## src/rtl/fetch_pc_unit_pkg.sv

```systemverilog
// Shared types and helpers for the MIPS instruction-fetch PC stage:
// reset address, fetch state encoding, and redirect priority.
package mips_fetch_pkg;

    localparam logic [31:0] DEFAULT_RESET_PC = 32'h0000_0000;

    typedef enum logic [1:0] {
        BOOT,
        IDLE,
        REQ
    } fetch_state_e;

    typedef enum logic [1:0] {
        REDIR_NONE,
        REDIR_BR,
        REDIR_J,
        REDIR_JR
    } redir_kind_e;

    // Register jumps outrank jumps, which outrank taken branches.
    function automatic redir_kind_e redirect_priority(
        input logic jr,
        input logic jump,
        input logic br_taken
    );
        redir_kind_e kind;
        if (jr) begin
            kind = REDIR_JR;
        end else if (jump) begin
            kind = REDIR_J;
        end else if (br_taken) begin
            kind = REDIR_BR;
        end else begin
            kind = REDIR_NONE;
        end
        return kind;
    endfunction

endpackage

```

## src/rtl/fetch_pc_unit_if.sv

```systemverilog
// Instruction-memory request/acknowledge bus between the fetch PC stage
// (master) and the instruction memory (slave).
interface fetch_pc_unit_if;

    logic        imem_req;
    logic [31:0] imem_addr;
    logic        imem_ack;

    modport master (
        output imem_req,
        output imem_addr,
        input  imem_ack
    );

    modport slave (
        input  imem_req,
        input  imem_addr,
        output imem_ack
    );

endinterface

```

## src/rtl/fetch_pc_unit_branch_target_calc.sv

```systemverilog
// Combinational redirect selector: picks the winning branch/jump/jr pulse,
// forms its target address and flags a misaligned register target.
module branch_target_calc
    import mips_fetch_pkg::*;
(
    input  logic        br_taken,
    input  logic [31:0] br_offset_sh,
    input  logic [31:0] br_base,
    input  logic        jump,
    input  logic [25:0] jump_index,
    input  logic        jr,
    input  logic [31:0] jr_target,
    output logic        redirect,
    output logic [31:0] target,
    output logic        misalign_err
);

    redir_kind_e kind;

    always_comb begin
        kind         = redirect_priority(jr, jump, br_taken);
        redirect     = (kind != REDIR_NONE);
        target       = br_base + br_offset_sh;
        misalign_err = 1'b0;
        case (kind)
            REDIR_JR: begin
                target       = {jr_target[31:2], 2'b00};
                misalign_err = (jr_target[1:0] != 2'b00);
            end
            REDIR_J:  target = {br_base[31:28], jump_index, 2'b00};
            default:  target = br_base + br_offset_sh;
        endcase
    end

endmodule

```

## src/rtl/fetch_pc_unit.sv

```systemverilog
// Instruction-fetch PC stage: issues req/ack fetches, applies redirects and
// delivers PC/PC+4 to decode. FETCH_DELAY_SLOT_EN enables MIPS delay slots.
module fetch_pc_unit
    import mips_fetch_pkg::*;
#(
    parameter logic [31:0] RESET_PC = DEFAULT_RESET_PC
) (
    input  logic                  clk,
    input  logic                  rst_n,
    input  logic                  stall,
    input  logic                  br_taken,
    input  logic [31:0]           br_offset_sh,
    input  logic [31:0]           br_base,
    input  logic                  jump,
    input  logic [25:0]           jump_index,
    input  logic                  jr,
    input  logic [31:0]           jr_target,
    fetch_pc_unit_if.master       imem,
    output logic                  if_valid,
    output logic [31:0]           pc_out,
    output logic [31:0]           pc_plus4,
    output logic                  misalign_err
);

    fetch_state_e state, next_state;
    logic [31:0]  addr, next_addr;
    logic         pend_valid, next_pend_valid;
    logic [31:0]  pend_target, next_pend_target;
    logic         redirect;
    logic [31:0]  target;
    logic         squash;
    logic         deliver;

    branch_target_calc u_target (
        .br_taken     (br_taken),
        .br_offset_sh (br_offset_sh),
        .br_base      (br_base),
        .jump         (jump),
        .jump_index   (jump_index),
        .jr           (jr),
        .jr_target    (jr_target),
        .redirect     (redirect),
        .target       (target),
        .misalign_err (misalign_err)
    );

`ifdef FETCH_DELAY_SLOT_EN
    assign squash = 1'b0;
`else
    // An outstanding fetch is off-path once any redirect has been seen for it.
    assign squash = pend_valid | redirect;
`endif

    assign imem.imem_req  = (state == REQ);
    assign imem.imem_addr = addr;

    always_ff @(posedge clk or negedge rst_n) begin
        if (!rst_n) begin
            state <= BOOT;
        end else begin
            state <= next_state;
        end
    end

    always_comb begin
        next_state       = state;
        next_addr        = addr;
        next_pend_valid  = pend_valid;
        next_pend_target = pend_target;
        deliver          = 1'b0;
        case (state)
            BOOT: next_state = IDLE;
            IDLE: begin
                if (redirect) begin
`ifdef FETCH_DELAY_SLOT_EN
                    next_pend_valid  = 1'b1;
                    next_pend_target = target;
`else
                    next_addr = target;
`endif
                end
                if (!stall) begin
                    next_state = REQ;
                end
            end
            REQ: begin
                if (imem.imem_ack) begin
                    deliver         = !squash;
                    next_pend_valid = 1'b0;
                    if (redirect) begin
                        next_addr = target;
                    end else if (pend_valid) begin
                        next_addr = pend_target;
                    end else begin
                        next_addr = addr + 32'd4;
                    end
                    next_state = stall ? IDLE : REQ;
                end else if (redirect) begin
                    next_pend_valid  = 1'b1;
                    next_pend_target = target;
                end
            end
            default: next_state = BOOT;
        endcase
    end

    always_ff @(posedge clk or negedge rst_n) begin
        if (!rst_n) begin
            addr        <= RESET_PC;
            pend_valid  <= 1'b0;
            pend_target <= 32'd0;
            if_valid    <= 1'b0;
            pc_out      <= 32'd0;
            pc_plus4    <= 32'd0;
        end else begin
            addr        <= next_addr;
            pend_valid  <= next_pend_valid;
            pend_target <= next_pend_target;
            if_valid    <= deliver;
            if (deliver) begin
                pc_out   <= addr;
                pc_plus4 <= addr + 32'd4;
            end
        end
    end

endmodule
```

## src/flat_wrapper.sv

```systemverilog
// flat-port wrapper written by rule: the top's interface ports become plain ports
module fetch_pc_unit_flat import mips_fetch_pkg::*;
#(
    parameter logic [31:0] RESET_PC = DEFAULT_RESET_PC
)
  (clk, rst_n, stall, br_taken, br_offset_sh, br_base, jump, jump_index, jr, jr_target, if_valid, pc_out, pc_plus4, misalign_err, imem_imem_req, imem_imem_addr, imem_imem_ack);
  fetch_pc_unit_if imem_i ();
  input  logic clk;
  input  logic rst_n;
  input  logic stall;
  input  logic br_taken;
  input  logic [31:0] br_offset_sh;
  input  logic [31:0] br_base;
  input  logic jump;
  input  logic [25:0] jump_index;
  input  logic jr;
  input  logic [31:0] jr_target;
  output logic if_valid;
  output logic [31:0] pc_out;
  output logic [31:0] pc_plus4;
  output logic misalign_err;
  output wire logic [$bits(imem_i.imem_req)-1:0] imem_imem_req;
  output wire logic [$bits(imem_i.imem_addr)-1:0] imem_imem_addr;
  input wire logic [$bits(imem_i.imem_ack)-1:0] imem_imem_ack;
  assign imem_imem_req = imem_i.imem_req;
  assign imem_imem_addr = imem_i.imem_addr;
  assign imem_i.imem_ack = imem_imem_ack;
  fetch_pc_unit #(.RESET_PC(RESET_PC)) u_core (.clk(clk), .rst_n(rst_n), .stall(stall), .br_taken(br_taken), .br_offset_sh(br_offset_sh), .br_base(br_base), .jump(jump), .jump_index(jump_index), .jr(jr), .jr_target(jr_target), .imem(imem_i), .if_valid(if_valid), .pc_out(pc_out), .pc_plus4(pc_plus4), .misalign_err(misalign_err));
endmodule
```

## config.mk

```make
export PLATFORM = sky130hd
export DESIGN_NAME = fetch_pc_unit_flat
export DESIGN_NICKNAME = d
export VERILOG_FILES = /design/src/rtl/fetch_pc_unit_pkg.sv /design/src/rtl/fetch_pc_unit_if.sv /design/src/rtl/fetch_pc_unit_branch_target_calc.sv /design/src/rtl/fetch_pc_unit.sv /design/src/flat_wrapper.sv
export SDC_FILE = /design/constraint.sdc
export NUM_CORES = 1
export LEC_CHECK = 0
export ABC_AREA = 1
export BUFFER_PORTS_ARGS = -buffer_cell sky130_fd_sc_hd__buf_4
export CORE_MARGIN = 5
export CORE_UTILIZATION = 55
export CTS_CLUSTER_DIAMETER = 150
export DETAILED_ROUTE_END_ITERATION = 10
export GPL_ROUTABILITY_DRIVEN = 0
export GPL_TIMING_DRIVEN = 0
export PLACE_DENSITY_LB_ADDON = 0.15
export REMOVE_ABC_BUFFERS = 1
export SLEW_MARGIN = 20
export SYNTH_ARGS = -nofsm -noshare
export SYNTH_HDL_FRONTEND = slang
export SYNTH_HIERARCHICAL = 1
export SYNTH_SLANG_ARGS = --single-unit
```

## constraint.sdc

```tcl
create_clock -name clk -period 2.18 [get_ports clk]
set_clock_uncertainty 0.15 [all_clocks]
set_input_delay 0.218 -clock clk [delete_from_list [all_inputs] [get_ports clk]]
set_output_delay 0.218 -clock clk [all_outputs]
set_load 0.02 [all_outputs]
```

### Yosys cells after proc, flatten, opt, wreduce, memory -nomap -nowiden

Index checks and enable logic that the tools add are counted.

| cells by class | value |
|---|---|
| $add $sub $neg | 2 |
| equality and inequality tests | 7 |
| multiplexer cells | 18 |
| bitwise operators | 2 |
| reductions and logical operators | 10 |

Operator list:

| kind | number |
|---|---|
| $mux 32 | 4 |
| $pmux 32 s2 | 2 |
| $add 32x3->32 const B | 1 |
| $add 32x32->32 | 1 |
| $mux 2 | 5 |
| $reduce_bool 2->1 | 4 |
| $eq 2x2->1 const B | 3 |
| $mux 1 | 6 |
| $pmux 2 s3 | 1 |
| $reduce_and 3->1 | 2 |
| $ne 2x1->1 const B | 2 |
| $reduce_and 2->1 | 2 |
| $eq 2x1->1 const B | 1 |
| $logic_not 2->1 | 1 |
| $ne 2x2->1 const B | 1 |
| $logic_not 1->1 | 1 |
| $not 1->1 | 1 |
| $or 1x1->1 | 1 |

| word-level totals | value |
|---|---|
| register bits after elaboration | 132 |
| word-level logic and storage cells | 46 |

### Logic depth before layout (Yosys ltp)

Gate-level depths: netlist of the first run.

| depth | value |
|---|---|
| word-level depth | 8 |
| mapped depth | 17 |
| gate-level depth less buffers | 17 |

### Modules after synthesis

The synthesis of the first run kept the hierarchy.

Modules (own cells, without submodules):

| module | times used | cells each | area each (um2) | sequential area each (um2) |
|---|---|---|---|---|
| fetch_pc_unit | 1 | 830 | 6384.9 | 3253.1 |
| branch_target_calc | 1 | 594 | 2871.5 | 0.0 |

### Least setup slack after synthesis of the first run

Ideal clock, no wire load.

| timing path | value |
|---|---|
| kind | in2reg |
| start | input jr |
| end | register u_core.pc_out[16] |
| setup time | 130 ps |
| arrival | 1868 ps |
| data required time | 1900 ps |
| path slack | 32 ps |
| cell stages on the path | 12 |
| path through | buf_2 -> nor2_2 -> inv_1 -> or2_2 -> nor2_8 -> inv_2 -> nor2_4 -> nand2_2 -> buf_6 -> buf_2 -> nand2_1 -> o21ai_1 |

| between the ends | value |
|---|---|
| longest elaborated chain between the ends | 6 |

Ends and longest elaborated chain:

| item | RTL line | text |
|---|---|---|
| start, declared | flat_wrapper.sv:16 | `input logic jr;` |
| $mux 2 | fetch_pc_unit_pkg.sv:27 | `if (jr) begin` |
| $reduce_bool 2->1 | fetch_pc_unit_branch_target_calc.sv:22 | `redirect = (kind != REDIR_NONE);` |
| net u_core.redirect | fetch_pc_unit.sv:29 | `logic redirect;` |
| $or 1x1->1 | fetch_pc_unit.sv:51 | `assign squash = pend_valid \| redirect;` |
| $logic_not 1->1 | fetch_pc_unit.sv:88 | `deliver = !squash;` |
| $mux 1 | fetch_pc_unit.sv:87 | `if (imem.imem_ack) begin` |
| $mux 1 | fetch_pc_unit.sv:71 | `case (state)` |
| end signal, assigned | fetch_pc_unit.sv:121 | `pc_out <= addr;` |
| end, declared | fetch_pc_unit.sv:20 | `output logic [31:0] pc_out,` |

The timed path passes the listed nets, and every way through them passes these cells.
A chain may end at the register's enable or synchronous reset.

### Final worst setup path of the first run

| timing path | value |
|---|---|
| start | register u_core.addr[3] (netlist: u_core/imem.imem_addr[3]) |
| end | register u_core.addr[8] (netlist: u_core/imem.imem_addr[8]) |

| between the ends | value |
|---|---|
| longest elaborated chain between the ends | 5 |

Ends and longest elaborated chain:

| item | RTL line | text |
|---|---|---|
| start, declared | fetch_pc_unit.sv:26 | `logic [31:0] addr, next_addr;` |
| start signal, assigned | fetch_pc_unit.sv:116 | `addr <= next_addr;` |
| $add 32x3->32 | fetch_pc_unit.sv:95 | `next_addr = addr + 32'd4;` |
| $mux 32 | fetch_pc_unit.sv:92 | `end else if (pend_valid) begin` |
| $mux 32 | fetch_pc_unit.sv:90 | `if (redirect) begin` |
| $mux 32 | fetch_pc_unit.sv:87 |  |
| $pmux 32 s2 | fetch_pc_unit.sv:71 |  |

No other way between the ends. The select of a mux whose other input is x is not followed.

==> impl_metrics.json, run 1 <==
{
  "synth_commonest_cells": "nand2_1, inv_1, nor2_1",
  "grt_pass1_wl_mm": 47.3,
  "synth_warnings": 6,
  "leakagePower_uw": 0.00660,
  "combPwrFrac_pct": 46.1,
  "core_area_um2": 16500,
  "cp_slowest_cell": "dfrtp_1",
  "crit_type": "reg2reg",
  "tightest_slew_ps": 748,
  "synth.most_common_cell": "nand2_1",
  "grt_max_degree": 75,
  "powerDensity_nw_per_um2": 1150,
  "syn_inst": 1424,
  "yosysUniqueCellTypes": 37,
  "die_y_um": 140,
  "cp.required_ps": 2340,
  "synth-main-ff-cell": "dfrtp_1",
  "crit_buf_inv": 0,
  "ir_drop_mv": 0.743,
  "hold_end": "u_core/state[1]$_DFFE_PN0P_",
  "reg2reg_slack_ps": 20,
  "worstSetupEndpointType": "register",
  "synth-async-reset-ratio_pct": 100,
  "met2_usage_pct": 49.3,
  "rr_startpoint": "u_core/imem.imem_addr[3]$_DFFE_PN0P_",
  "cts_sinks": 130,
  "grt-ovfl-total": 0,
  "finalPower_uw": 13700,
  "layout.cells.non_filler": 1872,
  "p_int_uw": 7740,
  "grt.busiest_layer": "met2",
  "crit_fanout": 5,
  "yosys.area.top_type": "dfrtp_1",
  "wl_per_cell_um": 15.8,
  "drt_iter0_markers": 993,
  "hold_depth": 2,
  "dp_slack_ps": -2810,
  "timing.hold.ws_ps": 29.3,
  "hold_violations": 0,
  "status": "completed",
  "setup_ws_ps": 17.4,
  "drv_cap": 0,
  "cp_top_family": "simple AND/OR/NAND/NOR gates",
  "grtUsageTotal_pct": 29.6,
  "layout.nets": 1801,
  "synth.avg_cell_area_um2": 6.50,
  "period_share_pct": 99.2,
  "switching_power_uw": 6000,
  "initial_core_util_pct": 56.0,
  "drive_gt1_share_pct": 19.4,
  "die_x_um": 140,
  "synth-edff-count": 0,
  "seq_area_frac_synth_pct": 35.1,
  "via_count": 10128,
  "insertion_delay_ps": 420,
  "hp-class": "in2reg",
  "cts_tree": "done",
  "yosysTopAreaCellShare_pct": 35.1,
  "syn_area_um2": 9260,
  "pwr-share-seq_pct": 32.5,
  "rows": 47,
  "drt_first_pass_iters": 6,
  "clk_root_buffer_cell": "clkbuf_16",
  "final_antenna_net_count": 0,
  "drc": 0,
  "io_buffers": 227,
  "clkTransAtPathRegs_ps": 60,
  "r2r_end": "u_core/imem.imem_addr[8]$_DFFE_PN0P_",
  "via_per_inst": 5.41,
  "gr-usage-met1_pct": 39.2,
  "startpoint": "u_core/imem.imem_addr[3]$_DFFE_PN0P_",
  "grt_pass1_vias": 9512,
  "place_inst": 1828,
  "antenna_cells": 0,
  "period_minus_slack_ps": 2160,
  "pin_count": 228,
  "synth_area_leaders": "dfrtp_1, nand2_1, inv_1",
  "route.final.wire_length_mm": 29.6,
  "hp-start": "imem_imem_ack",
  "htreeDepth": 4,
  "grt_use_met3_pct": 4.19,
  "cts_buffers": 17,
  "max_stage_delay_ps": 430,
  "cts_max_path_buffers": 2,
  "sw_frac_of_total_pct": 43.7,
  "syn_to_final_growth_pct": 28.5,
  "dieArea_um2": 19500,
  "tns_ps": 0,
  "max_slew_margin_pct": 50.1,
  "fmax_mhz": 462,
  "pwr-share-clk_pct": 21.5,
  "hpwl_mm": 21.3,
  "maxSlewViolCount": 0,
  "startpoint_type": "register",
  "antenna_found_initial": 0,
  "path_cells": "ha_1, nand3_1, nor2_2, xor2_1, o21ai_0, a22oi_1",
  "reg2reg_depth": 6,
  "worst_ep_arrival_time_ps": 2320,
  "setup_violations": 0,
  "synth.ff_latch_count": 130
}
## per-stage QoR
stage | instance area [µm²] | utilization [%]
finish | 11900 | 72.0
global placement | 11000 | 66.4
global route | 11900 | 72.0
floorplan | 9000 | -
CTS | 11800 | 71.6
detailed placement | 11100 | 67.0
## layout by cell type, fill, tap and decap left out, types with 17 or more instances in the layout
master     instances
o21ai_0           82
ha_1              32
o21ai_1           26
nor2_1           171
buf_4            229
dfrtp_1          129
a21oi_1           60
nand2_1          468
inv_1            199
a22oi_1           24
clkbuf_16         17
a31oi_1           18
nand3_1           71
## kinds of logic after synthesis
group	after synthesis	share of synthesized area [%]
buffers and inverters	253	11.2
adders and majority gates	33	4.54
and+or+nand+nor	753	32.8
xor gates and xnor gates	21	1.99
DFF	130	35.1
AOI/OAI and AO/OA	228	13.6
muxes	6	0.730
## registers in the layout (all words and copies together), names as in the netlist
register and flops:
u_core/pc_out 32, u_core/pend_target 32, u_core/imem.imem_addr 32, u_core/if_valid 1
u_core/pend_valid 1, u_core/state 2, u_core/pc_plus4 30
## worst max path at each step
stage                                            end  slack [ps]  depth (start not counted)
2_1_floorplan         u_core/pc_plus4[2]$_DFFE_PN0P_       -1550                         10
3_3_place_gp          u_core/pc_plus4[2]$_DFFE_PN0P_       -3240                         11
3_5_place_dp          u_core/pc_plus4[2]$_DFFE_PN0P_       -2810                         11
4_1_cts         u_core/imem.imem_addr[8]$_DFFE_PN0P_          10                          6
5_1_grt        u_core/imem.imem_addr[18]$_DFFE_PN0P_          -8                         10
6_report        u_core/imem.imem_addr[8]$_DFFE_PN0P_          20                          6
## area by class of cell
type | count | area, µm²
tap | 220 | 275
fill | 1376 | 4630
inverter | 207 | 805
clock buffer | 22 | 484
multi-input combinational | 1045 | 5080
clock inverter | 10 | 130
timing repair inverter | 2 | 18.8
timing repair buffer | 236 | 1850
sequential | 130 | 3250
## power groups by stage
| stage | Clock [µW] | Combinational, µW | Sequential [µW] |
|---|---|---|---|
| 3_3_place_gp | 0 | 5930 | 4380 |
| 4_1_cts | 2960 | 6220 | 4410 |
| 5_1_grt | 3090 | 6910 | 4590 |
| 3_5_place_dp | 0 | 6120 | 4430 |
| 6_report | 2950 | 6330 | 4460 |
| 2_1_floorplan | 0 | 2880 | 5060 |
## per-layer routing
layer / part of all wire (%) / vias to the layer above
met2: 47 / 480
met1: 41 / 4650
met3: 8.1 / 76
li1: - / 4922
met5: 0 / -
met4: 3.6 / 0
## timing repair
action	4_1_cts	5_1_grt
gates cloned	5	1
hold buffers	2	0
pin swaps	4	1
resized for setup	9	22
buffers inserted	4	0
setup endpoints to repair	128	90
endpoints found under the hold margin	58	0
Power figures use the tool's default switching activity.
==> run 2: changes to the inputs <==
- HOLD_SLACK_MARGIN: default -> 0.03
- MAX_ROUTING_LAYER: default -> met4
==> run 2 against run 1 <==
Compared with the run above: sequential share of layout area fell by 0.089 points; flip-flop and latch count did not move; clock power barely moved; critical path depth did not move; global-route usage rose by 1.0 points; register-to-register slack barely moved; routed wire length rose by 0.63%; sequential power barely moved; count of clock-buffer cells in the layout did not move.
==> impl_metrics.json, run 2 (synthesized netlist as in run 1, its figures left out) <==
{
  "cts_tree": "done",
  "via_per_inst": 5.45,
  "final_antenna_net_count": 0,
  "antenna_cells": 0,
  "layout.nets": 1806,
  "grt_pass1_wl_mm": 47.5,
  "antenna_found_initial": 0,
  "drc": 0,
  "path_cells": "ha_1, nand3_1, nor2_2, xor2_1, o21ai_0, a22oi_1",
  "period_share_pct": 99.1,
  "via_count": 10236,
  "hp-class": "in2reg",
  "crit_fanout": 5,
  "status": "completed",
  "tightest_slew_ps": 793,
  "timing.hold.ws_ps": 73.5,
  "placed_cell_area_um2": 11100,
  "startpoint_type": "register",
  "ir_drop_mv": 0.747,
  "rr_startpoint": "u_core/imem.imem_addr[3]$_DFFE_PN0P_",
  "fillers": 1359,
  "grt_pass1_vias": 9503,
  "dieArea_um2": 19500,
  "final_common_cell": "nand2_1",
  "crit_type": "reg2reg",
  "design_area_um2": 11900,
  "pin_count": 228,
  "max_slew_margin_pct": 47.1,
  "tns_ps": 0,
  "grt_max_degree": 75,
  "max_stage_delay_ps": 430,
  "route.final.wire_length_mm": 29.8,
  "cts_max_path_buffers": 2,
  "hp-start": "jr_target[21]",
  "cp_top_family": "simple AND/OR/NAND/NOR gates",
  "startpoint": "u_core/imem.imem_addr[3]$_DFFE_PN0P_",
  "core_area_um2": 16500,
  "drive_gt1_share_pct": 19.6,
  "maxSlewViolCount": 0,
  "layout_common_cells": "nand2_1, buf_4, inv_1, nor2_1, dfrtp_1",
  "hold_violations": 0,
  "htreeDepth": 4,
  "dp_slack_ps": -2810,
  "die_y_um": 140,
  "drt_iter0_markers": 957,
  "grt-ovfl-total": 0,
  "cts_sinks": 130,
  "io_buffers": 227,
  "clk_root_buffer_cell": "clkbuf_16",
  "fmax_mhz": 463,
  "rows": 47,
  "insertion_delay_ps": 420,
  "setup_ws_ps": 18.7,
  "die_x_um": 140,
  "syn_to_final_growth_pct": 29.0,
  "drv_cap": 0,
  "cts_buffers": 17,
  "crit_buf_inv": 0,
  "cp.required_ps": 2340,
  "setup_violations": 0,
  "period_minus_slack_ps": 2160,
  "initial_core_util_pct": 56.0,
  "wl_per_cell_um": 15.9,
  "worst_ep_arrival_time_ps": 2320,
  "finalPower_uw": 13700,
  "grtUsageTotal_pct": 30.7,
  "powerDensity_nw_per_um2": 1150,
  "hpwl_mm": 21.3,
  "worstSetupEndpointType": "register",
  "cp_slowest_cell": "dfrtp_1",
  "clkTransAtPathRegs_ps": 50,
  "leakagePower_uw": 0.00663,
  "drt_first_pass_iters": 5
}
[run 2: area by class of cell]
| cell class | count | area, µm² | area share, % |
|---|---|---|---|
| clock buffers | 22 | 484 | 4.06 |
| repair buffers | 240 | 1880 | 15.8 |
| clock inverters | 10 | 130 | 1.09 |
| inverters | 207 | 805 | 6.74 |
| well taps | 220 | 275 | 2.31 |
| multi-input cells | 1046 | 5090 | 42.6 |
| flip-flops and latches | 130 | 3250 | 27.3 |
| repair inverters | 2 | 16.3 | 0.136 |
[run 2: worst register-to-register path, delay by kind of cell (launching register included)]
family	cells	cell delay [ps]
and+or+nand+nor	2	490
DFF	1	430
AOI/OAI and AO/OA	2	410
xor gates and xnor gates	1	320
adders and majority gates	1	260
[run 2: repair_timing]
action	4_1_cts	5_1_grt
hold endpoints to repair	92	0
setup buffers	4	3
cloned	5	2
endpoints found under the setup margin	128	89
pin swaps	4	2
hold buffers	3	0
resized for setup	9	20
[run 2: layer usage]
metal,up-vias,wire [µm],track usage [%]
met3,93,2250,4.39
met1,4712,12400,39.5
met4,0,1140,11.2
met5,-,0,-
li1,4938,-,-
met2,493,14000,49.6
[run 2: final timing paths]
path / to / slack [ps] / depth (start not counted)
max in group asynchronous: u_core/pc_out[20]$_DFFE_PN0P_ / 990 / 3
worst min register to register: u_core/pc_out[18]$_DFFE_PN0P_ / 330 / 2
worst max-delay path: u_core/imem.imem_addr[8]$_DFFE_PN0P_ / 20 / 6
worst min-delay path: u_core/pend_target[21]$_DFFE_PN0P_ / 70 / 5
worst max register to register: u_core/imem.imem_addr[8]$_DFFE_PN0P_ / 20 / 6
min in group asynchronous: u_core/imem.imem_addr[0]$_DFFE_PN0P_ / 190 / 2
[run 2: power breakdown]
group / internal, µW / switching (µW) / total [µW]
registers: 3450 / 1010 / 4460
logic: 2380 / 3940 / 6320
clock network: 1910 / 1040 / 2940
total: 7740 / 5990 / 13700
[run 2: metrics by stage]
step	util [%]	cells
after global routing	72.2	1877
after CTS	71.7	1872
final	72.2	1877
after floorplan	-	1378
after global placement	66.4	1825
after detailed placement	67.0	1828
